==> src/rtl/vga_plot_arbiter.sv <==
// Sole writer of the vga_adapter pixel port. Round-robin arbitration among single-pixel
// clients, plus a rectangle-fill engine that takes over the port while it runs.
module vga_plot_arbiter #(
   parameter int NUM_REQ = 4,
   parameter int X_MAX   = 159,
   parameter int Y_MAX   = 119
) (
   input  logic                   clk,
   input  logic                   reset,
   input  logic [NUM_REQ-1:0]     req,
   input  logic [8*NUM_REQ-1:0]   req_x,
   input  logic [7*NUM_REQ-1:0]   req_y,
   input  logic [3*NUM_REQ-1:0]   req_colour,
   output logic [NUM_REQ-1:0]     gnt,
   input  logic                   fill_start,
   input  logic [7:0]             fill_x0,
   input  logic [6:0]             fill_y0,
   input  logic [7:0]             fill_w,
   input  logic [6:0]             fill_h,
   input  logic [2:0]             fill_colour,
   output logic                   fill_busy,
   output logic                   fill_done,
   output logic [7:0]             x,
   output logic [6:0]             y,
   output logic [2:0]             colour,
   output logic                   plot
);

   localparam int PTR_W = (NUM_REQ > 1) ? $clog2(NUM_REQ) : 1;

   typedef enum logic {IDLE, FILL} state_t;

   state_t             state, state_n;
   logic [PTR_W-1:0]   ptr, ptr_n;
   logic [PTR_W-1:0]   winner;
   logic [PTR_W:0]     cand_sum;
   logic               found;
   logic [NUM_REQ-1:0] eligible;

   logic [7:0]         org_x;
   logic [8:0]         x_end, y_end;
   logic [2:0]         fill_col;
   logic               fill_empty;
   logic [7:0]         cur_x, cur_x_n;
   logic [6:0]         cur_y, cur_y_n;

   logic [7:0]         x_n;
   logic [6:0]         y_n;
   logic [2:0]         colour_n;
   logic               plot_n, busy_n, done_n;
   logic [NUM_REQ-1:0] gnt_n;

   logic               accept, last_pix, empty_calc;
   logic [8:0]         x_end_raw, y_end_raw, x_end_calc, y_end_calc;

   // A fill is only taken once the previous one has fully retired (busy low).
   assign accept     = (state == IDLE) && !fill_busy && fill_start;
   assign x_end_raw  = {1'b0, fill_x0} + {1'b0, fill_w} - 9'd1;
   assign y_end_raw  = {2'b0, fill_y0} + {2'b0, fill_h} - 9'd1;
   assign x_end_calc = (x_end_raw > 9'(X_MAX)) ? 9'(X_MAX) : x_end_raw;
   assign y_end_calc = (y_end_raw > 9'(Y_MAX)) ? 9'(Y_MAX) : y_end_raw;
   assign empty_calc = (fill_w == 8'd0) || (fill_h == 7'd0) ||
                       ({1'b0, fill_x0} > 9'(X_MAX)) || ({2'b0, fill_y0} > 9'(Y_MAX));
   assign last_pix   = ({1'b0, cur_x} == x_end) && ({2'b0, cur_y} == y_end);

   always_ff @(posedge clk) begin
      if (reset) begin
         state      <= IDLE;
         ptr        <= '0;
         x          <= '0;
         y          <= '0;
         colour     <= '0;
         plot       <= 1'b0;
         gnt        <= '0;
         fill_busy  <= 1'b0;
         fill_done  <= 1'b0;
         cur_x      <= '0;
         cur_y      <= '0;
         org_x      <= '0;
         x_end      <= '0;
         y_end      <= '0;
         fill_col   <= '0;
         fill_empty <= 1'b0;
      end else begin
         state     <= state_n;
         ptr       <= ptr_n;
         x         <= x_n;
         y         <= y_n;
         colour    <= colour_n;
         plot      <= plot_n;
         gnt       <= gnt_n;
         fill_busy <= busy_n;
         fill_done <= done_n;
         cur_x     <= cur_x_n;
         cur_y     <= cur_y_n;
         if (accept) begin
            org_x      <= fill_x0;
            x_end      <= x_end_calc;
            y_end      <= y_end_calc;
            fill_col   <= fill_colour;
            fill_empty <= empty_calc;
         end
      end
   end

   always_comb begin
      state_n = state;
      case (state)
         IDLE:    if (accept) state_n = FILL;
         FILL:    if (fill_empty || last_pix) state_n = IDLE;
         default: state_n = IDLE;
      endcase
   end

   // A client is masked during its own grant cycle so a held req cannot win twice in a row.
   always_comb begin
      eligible = req & ~gnt;
      found    = 1'b0;
      winner   = '0;
      cand_sum = '0;
      for (int k = 0; k < NUM_REQ; k++) begin
         cand_sum = {1'b0, ptr} + (PTR_W+1)'(k);
         if (cand_sum >= (PTR_W+1)'(NUM_REQ))
            cand_sum = cand_sum - (PTR_W+1)'(NUM_REQ);
         if (!found && eligible[cand_sum[PTR_W-1:0]]) begin
            found  = 1'b1;
            winner = cand_sum[PTR_W-1:0];
         end
      end
   end

   always_comb begin
      x_n      = x;
      y_n      = y;
      colour_n = colour;
      plot_n   = 1'b0;
      gnt_n    = '0;
      busy_n   = fill_busy;
      done_n   = 1'b0;
      ptr_n    = ptr;
      cur_x_n  = cur_x;
      cur_y_n  = cur_y;
      case (state)
         IDLE: begin
            if (accept) begin
               busy_n  = 1'b1;
               cur_x_n = fill_x0;
               cur_y_n = fill_y0;
            end else begin
               busy_n = 1'b0;
               if (found) begin
                  plot_n = 1'b1;
                  ptr_n  = (winner == PTR_W'(NUM_REQ-1)) ? '0 : winner + 1'b1;
                  for (int i = 0; i < NUM_REQ; i++) begin
                     if (PTR_W'(i) == winner) begin
                        x_n      = req_x[8*i +: 8];
                        y_n      = req_y[7*i +: 7];
                        colour_n = req_colour[3*i +: 3];
                        gnt_n[i] = 1'b1;
                     end
                  end
               end
            end
         end
         FILL: begin
            if (fill_empty) begin
               done_n = 1'b1;
            end else begin
               plot_n   = 1'b1;
               x_n      = cur_x;
               y_n      = cur_y;
               colour_n = fill_col;
               if (last_pix) begin
                  done_n = 1'b1;
               end else if ({1'b0, cur_x} == x_end) begin
                  cur_x_n = org_x;
                  cur_y_n = cur_y + 7'd1;
               end else begin
                  cur_x_n = cur_x + 8'd1;
               end
            end
         end
         default: ;
      endcase
   end

endmodule
==> config.mk <==
export PLATFORM = sky130hd
export DESIGN_NAME = vga_plot_arbiter
export DESIGN_NICKNAME = d
export VERILOG_FILES = /design/src/rtl/vga_plot_arbiter.sv
export SDC_FILE = /design/constraint.sdc
export NUM_CORES = 1
export LEC_CHECK = 0
export ABC_CLOCK_PERIOD_IN_PS = 6500
export BUFFER_PORTS_ARGS = -buffer_cell sky130_fd_sc_hd__buf_4
export CORE_MARGIN = 2
export CORE_UTILIZATION = 48
export CTS_CLUSTER_DIAMETER = 30
export DETAILED_ROUTE_END_ITERATION = 10
export PLACE_DENSITY_LB_ADDON = 0.08
export SLEW_MARGIN = 40
export SYNTH_ARGS = -nofsm -noshare
export SYNTH_HDL_FRONTEND = slang
export SYNTH_SLANG_ARGS = --single-unit
export TNS_END_PERCENT = 1
==> constraint.sdc <==
create_clock -name clk -period 6.5 [get_ports clk]
set_input_delay 1.95 -clock clk [delete_from_list [all_inputs] [get_ports clk]]
set_output_delay 1.95 -clock clk [all_outputs]
set_load 0.01 [all_outputs]
## Word level (Yosys, flattened, before mapping)

Index checks and enable logic that the tools add are counted.

| storage, ports and cells | value |
|---|---|
| register bits after elaboration | 73 |
| input port bits | 112 |

| cells by class | value |
|---|---|
| $add $sub $neg | 14 |
| $lt $le $gt $ge | 12 |
| eq/ne operators | 13 |
| multiplexer cells | 70 |
| bitwise gates (word level) | 5 |
| reduce and logical (&&, ||, !) cells | 23 |

Operator list:

| kind | count |
|---|---|
| 8-bit two-way mux | 11 |
| 7-bit two-way mux | 11 |
| 8-bit one-hot mux with 2 select lines | 2 |
| 7-bit one-hot mux with 2 select lines | 2 |
| 3-bit two-way mux | 7 |
| 1-bit two-way mux | 19 |
| 2-bit two-way mux | 9 |
| 9-bit two-way mux | 2 |
| 2-bit by 3-bit less-than comparator with 1-bit output (second input constant) | 4 |
| 2-bit != test (second input constant) | 5 |
| 8-bit by 8-bit adder with 9-bit output | 1 |
| 7-bit by 9-bit equality test with 1-bit output | 1 |
| 8-bit by 9-bit equality test with 1-bit output | 1 |
| 3-bit greater-or-equal comparator (second input constant) | 3 |
| 9-bit by 7-bit greater-than comparator with 1-bit output (second input constant) | 1 |
| 9-bit by 8-bit greater-than comparator with 1-bit output (second input constant) | 1 |
| 8-bit by 1-bit subtractor with 9-bit output (second input constant) | 1 |
| 9-bit by 1-bit subtractor with 9-bit output (second input constant) | 1 |
| 7-bit by 7-bit adder with 8-bit output | 1 |
| 8-bit by 1-bit adder with 8-bit output (second input constant) | 1 |
| 1-bit binary-select mux with 2-bit select | 4 |
| 8-bit greater-than comparator (second input constant) | 1 |
| 8-bit zero test | 1 |
| 4-bit AND reduction | 2 |
| other kinds (25) | 45 |

## Longest topological paths before layout

| logic depth | value |
|---|---|
| depth after elaboration | 22 |
| mapped depth | 15 |
| mapped depth without buffers | 13 |

## Least setup slack after synthesis

Ideal clock, no wire load.

| timing path | value |
|---|---|
| path type | input port to flip-flop |
| start point | input port fill_y0[1] |
| end point | register y_end[0] |
| library setup time | 115 ps |
| arrival | 4,111 ps |
| required time | 6,385 ps |
| slack | 2,274 ps |
| cell stages on the path | 11 |
| buffers on the path | 0 |
| cells stage by stage | inv_1 -> ha_1 -> inv_1 -> ha_1 -> fa_1 -> a21oi_1 -> o21ai_0 -> o211a_1 -> nor4_2 -> o21ai_0 -> o21a_1 |

| on the way | value |
|---|---|
| cells in the longest elaborated chain, start to end | 4 |

Ends and longest elaborated chain:

| item | line | source |
|---|---|---|
| start, declared | 17 | `input logic [6:0] fill_y0,` |
| 7-bit by 7-bit adder with 8-bit output | 59 | `assign y_end_raw = {2'b0, fill_y0} + {2'b0, fill_h} - 9'd1;` |
| 8-bit by 1-bit subtractor with 9-bit output | 59 |  |
| 9-bit by 7-bit greater-than comparator with 1-bit output | 61 | `assign y_end_calc = (y_end_raw > 9'(Y_MAX)) ? 9'(Y_MAX) : y_end_raw;` |
| 9-bit two-way mux | 61 |  |
| end signal, assigned | 99 | `y_end <= y_end_calc;` |
| end, declared | 41 | `logic [8:0] x_end, y_end;` |

Every way passes these cells.
A chain may end at the register's enable or synchronous reset.

## Worst setup path in the final report

| timing path | value |
|---|---|
| start point | input port req[0] |
| end point | register y[1] |

| on the way | value |
|---|---|
| cells in the longest elaborated chain, start to end | 20 |
| elaborated cells on any way between the ends | 36 |
| classes of those cells | eq/ne: 5; mux: 22; bitwise: 1; reduce/logical: 8 |

Ends and longest elaborated chain:

| item | line | source |
|---|---|---|
| start, declared | 10 | `input logic [NUM_REQ-1:0] req,` |
| 4-bit AND * | 117 | `eligible = req & ~gnt;` |
| 1-bit binary-select mux with 2-bit select | 125 | `if (!found && eligible[cand_sum[PTR_W-1:0]]) begin` |
| 1-bit two-way mux (implied by the code) | 125 |  |
| 1-bit two-way mux | 125 |  |
| 1-bit zero test | 125 |  |
| 1-bit logical AND | 125 |  |
| 1-bit two-way mux | 125 |  |
| 1-bit zero test | 125 |  |
| (+2 left out) | n/a |  |
| 1-bit zero test | 125 |  |
| 1-bit logical AND | 125 |  |
| 2-bit two-way mux | 125 |  |
| 1-bit by 2-bit equality test with 1-bit output | 155 | `if (PTR_W'(i) == winner) begin` |
| 7-bit two-way mux (3 in a row) | 155 |  |
| 7-bit two-way mux | 151 | `if (found) begin` |
| 7-bit two-way mux | 145 | `if (accept) begin` |
| 7-bit one-hot mux with 2 select lines | 143 | `case (state)` |
| end signal, assigned | 88 | `y <= y_n;` |
| end, declared | 24 | `output logic [6:0] y,` |

Every way passes the cells marked *; elsewhere a longest branch is shown, timed or not. The select of a mux whose other input is x is not followed.

==> flow_summary.json <==
{
  "outcome": "finished, final reports clean",
  "crit_arrival_ps": 4660,
  "viasPerCell": 5.35,
  "clk_path_buf_depth": 2,
  "grt_max_degree": 71,
  "htreeDepth": 3,
  "place.gp.congestion": 0.830,
  "drv_cap": 0,
  "clkTransAtPathRegs_ps": 70,
  "synth_cell_type_count": 60,
  "clock-sinks": 73,
  "yosysWarnings": 0,
  "synth_fp_nets": 827,
  "relSlewSlack_pct": 49.7,
  "antennaDiodeCount": 0,
  "avgRoutedWirePerCell_um": 15.3,
  "post-route-period-util_pct": 67.4,
  "cts_buffers": 9,
  "final_hold_viol_count": 0,
  "nFillCells": 960,
  "nets": 941,
  "synth_cells": 679,
  "syn_avg_cell_area_um2": 7.56,
  "grt_pass1_wl_um": 22500,
  "core_um2": 10400,
  "utilization_pct": 61.8,
  "vdd_ir_drop_max_mv": 0.108,
  "die_h_um": 107,
  "required_ps": 6780,
  "initial_core_util_pct": 49.5,
  "multi_input_area_um2": 3240,
  "synth_edf_count": 0,
  "boundaryPins": 137,
  "regArea_um2": 1460,
  "ys_async_sr_fraction_pct": 0,
  "grt_use_total_pct": 24.5,
  "synth_seq_area_share_pct": 28.5,
  "die-area_um2": 11500,
  "first_pass_iters": 4,
  "tightest_slew_ps": 755,
  "syn-cell-area_um2": 5130,
  "ys.flop_type": "dfxtp_1",
  "drc_errors": 0,
  "setup_viol": 0,
  "antenna_found_initial": 0,
  "slowest_stage": "a21o_1",
  "fin_skew_ps": 10.9,
  "cts.repair.resized": 0,
  "numPortBuffers": 136,
  "cts-root-buf": "clkbuf_8",
  "rsz0062_at_grt": "false",
  "reg2reg_slack_ps": 3420,
  "end_kind": "flop",
  "fin_crit_ps": 4380,
  "p_leak_nw": 2.94,
  "dpl.hpwl_um": 10800,
  "drv_slew": 0,
  "ant_nets": 0,
  "fmax_ghz": 0.228,
  "fp.dieW_um": 107,
  "cts_setup_buffers": 0,
  "p_per_area_nw_per_um2": 258,
  "cpPeakStageDelay_ps": 620,
  "cts_hold_buf": 0,
  "dp.cells": 918,
  "drt-total-wl_um": 14300,
  "synth-seq-cells": 73,
  "layout-drive-gt1-share_pct": 22.6,
  "crit_top_cell": "nand2_1",
  "grt_pass1_vias": 4626,
  "path_cells": "buf_4 > nand2b_1 > o22ai_1 > o21ai_0 > nand2_1 > a31oi_1 > ha_1 > o31ai_1 > a21o_1 > nand2_1 > a21oi_1",
  "drt_iter0_drc": 331,
  "whs_ps": 459,
  "hold_class": "reg2reg",
  "fp-row-count": 37,
  "path_max_fanout": 18,
  "clk_latency_ps": 360,
  "route.vias.total": 5000,
  "cts_tree": "built",
  "worst-setup-path-type": "in2reg",
  "overflow": 0,
  "cp-start-kind": "primary input",
  "setup_tns_ps": 0,
  "finalNonFillerCells": 934,
  "area_delta_synth_final_pct": 24.7
}
-- critical path, delay by kind of cell --
kind	cells	cell delay (ps)
adder cells (fa/ha/maj)	1	300
AO/OA/AOI/OAI	6	1910
buffers and inverters	1	110
AND/OR/NAND/NOR	3	380
-- layout by cell type, fill, tap and decap left out, drive strengths merged, types with 2 or more instances in the layout --
cell type	n
buf	140
nand2	120
dfxtp	73
inv	71
a21oi	59
o21ai	54
mux2i	39
nor2	38
ha	34
xor2	18
nand3	13
clkbuf	12
a211oi	11
nand4	9
o211ai	8
and3	8
a311oi	8
nand2b	7
nor2b	7
xnor2	6
nor3	6
a21o	6
nor4	6
and2	4
o21a	4
o31ai	3
nor3b	3
o22ai	2
and4	2
or3	2
o32ai	2
fa	2
clkinvlp	2
a31oi	2
-- power breakdown --
group	total, mW	internal, mW	switching [mW]
clock network	0.382	0.208	0.174
logic	0.696	0.307	0.389
registers	0.574	0.513	0.0608
total	1.65	1.03	0.623
-- logic make-up (layout without fill, tap and decap cells) --
| group | Yosys count | after routing | synth area share, % |
|---|---|---|---|
| fa+ha+maj | 36 | 36 | 9.06 |
| buf+inv | 108 | 227 | 8.72 |
| flops | 73 | 73 | 28.5 |
| mux | 40 | 40 | 7.82 |
| simple gates | 229 | 229 | 20.8 |
| xor+xnor | 24 | 24 | 4.09 |
| compound gates | 169 | 169 | 21.1 |
-- synthesized netlist by cell type (4+ instances only) --
cell / count / area (um2)
nand2b_1: 7 / 43.8
clkbuf_1: 22 / 82.6
a311oi_2: 4 / 60.1
a211oi_1: 10 / 75.1
a21oi_2: 4 / 35.0
and2_1: 4 / 25.0
a21oi_1: 55 / 275
mux2i_1: 39 / 390
nor2_1: 38 / 143
o211ai_1: 8 / 60.1
buf_2: 9 / 45.0
and3_1: 7 / 43.8
nand2_1: 120 / 450
o21a_1: 4 / 30.0
nand4_1: 9 / 56.3
a21o_1: 5 / 37.5
inv_1: 71 / 267
a311oi_1: 4 / 35.0
xor2_1: 18 / 158
nor3_1: 5 / 25.0
nand3_1: 13 / 65.1
ha_1: 34 / 425
xnor2_1: 6 / 52.6
nor4_1: 4 / 25.0
dfxtp_1: 73 / 1460
nor2b_1: 7 / 43.8
o21ai_0: 54 / 270
-- per-layer routing --
| layer | up-vias | track usage (%) | part of all wire (%) | wire length (um) |
|---|---|---|---|---|
| li1 | 2555 | - | - | - |
| met1 | 2258 | 31.8 | 45 | 6410 |
| met2 | 170 | 41.4 | 47 | 6750 |
| met3 | 17 | 5.21 | 6.2 | 881 |
| met4 | 0 | 6.59 | 1.6 | 230 |
| met5 | - | 0 | 0 | 0 |
-- layout make-up --
cell class | count | share of cell area, %
Tap cell | 136 | 2.66
Multi-Input combinational cell | 498 | 50.6
Timing Repair Buffer | 140 | 16.4
Inverter | 71 | 4.16
Clock buffer | 12 | 2.58
Sequential cell | 73 | 22.8
Clock inverter | 4 | 0.782
-- per-stage QoR --
step                      worst slack (ps)  instance area, um2  power, mW
after floorplan                       2270                5130       1.06
after global placement                1680                6180       1.26
after detailed placement              1840                6180       1.28
after CTS                             2240                6400       1.66
after global routing                  1800                6400       1.77
final                                 2120                6400       1.65
-- worst paths after layout --
kind / startpoint / cells past startpoint / endpoint
worst max-delay path: req[0] / 11 / y[1]$_SDFFE_PP0P_
worst min-delay path: org_x[3]$_SDFFE_PP0P_ / 2 / org_x[3]$_SDFFE_PP0P_
worst max register to register: gnt[2]$_SDFF_PP0_ / 10 / y[1]$_SDFFE_PP0P_
worst min register to register: org_x[3]$_SDFFE_PP0P_ / 2 / org_x[3]$_SDFFE_PP0P_
-- flip-flops by register name (all words and copies together) (netlist names) --
register / count
gnt: 4
x_end: 9
y: 7
fill_busy: 1
y_end: 9
state: 1
plot: 1
x: 8
fill_empty: 1
cur_y: 7
fill_col: 3
org_x: 8
cur_x: 8
colour: 3
ptr: 2
fill_done: 1
No activity file was read; power rests on OpenSTA's default activity.
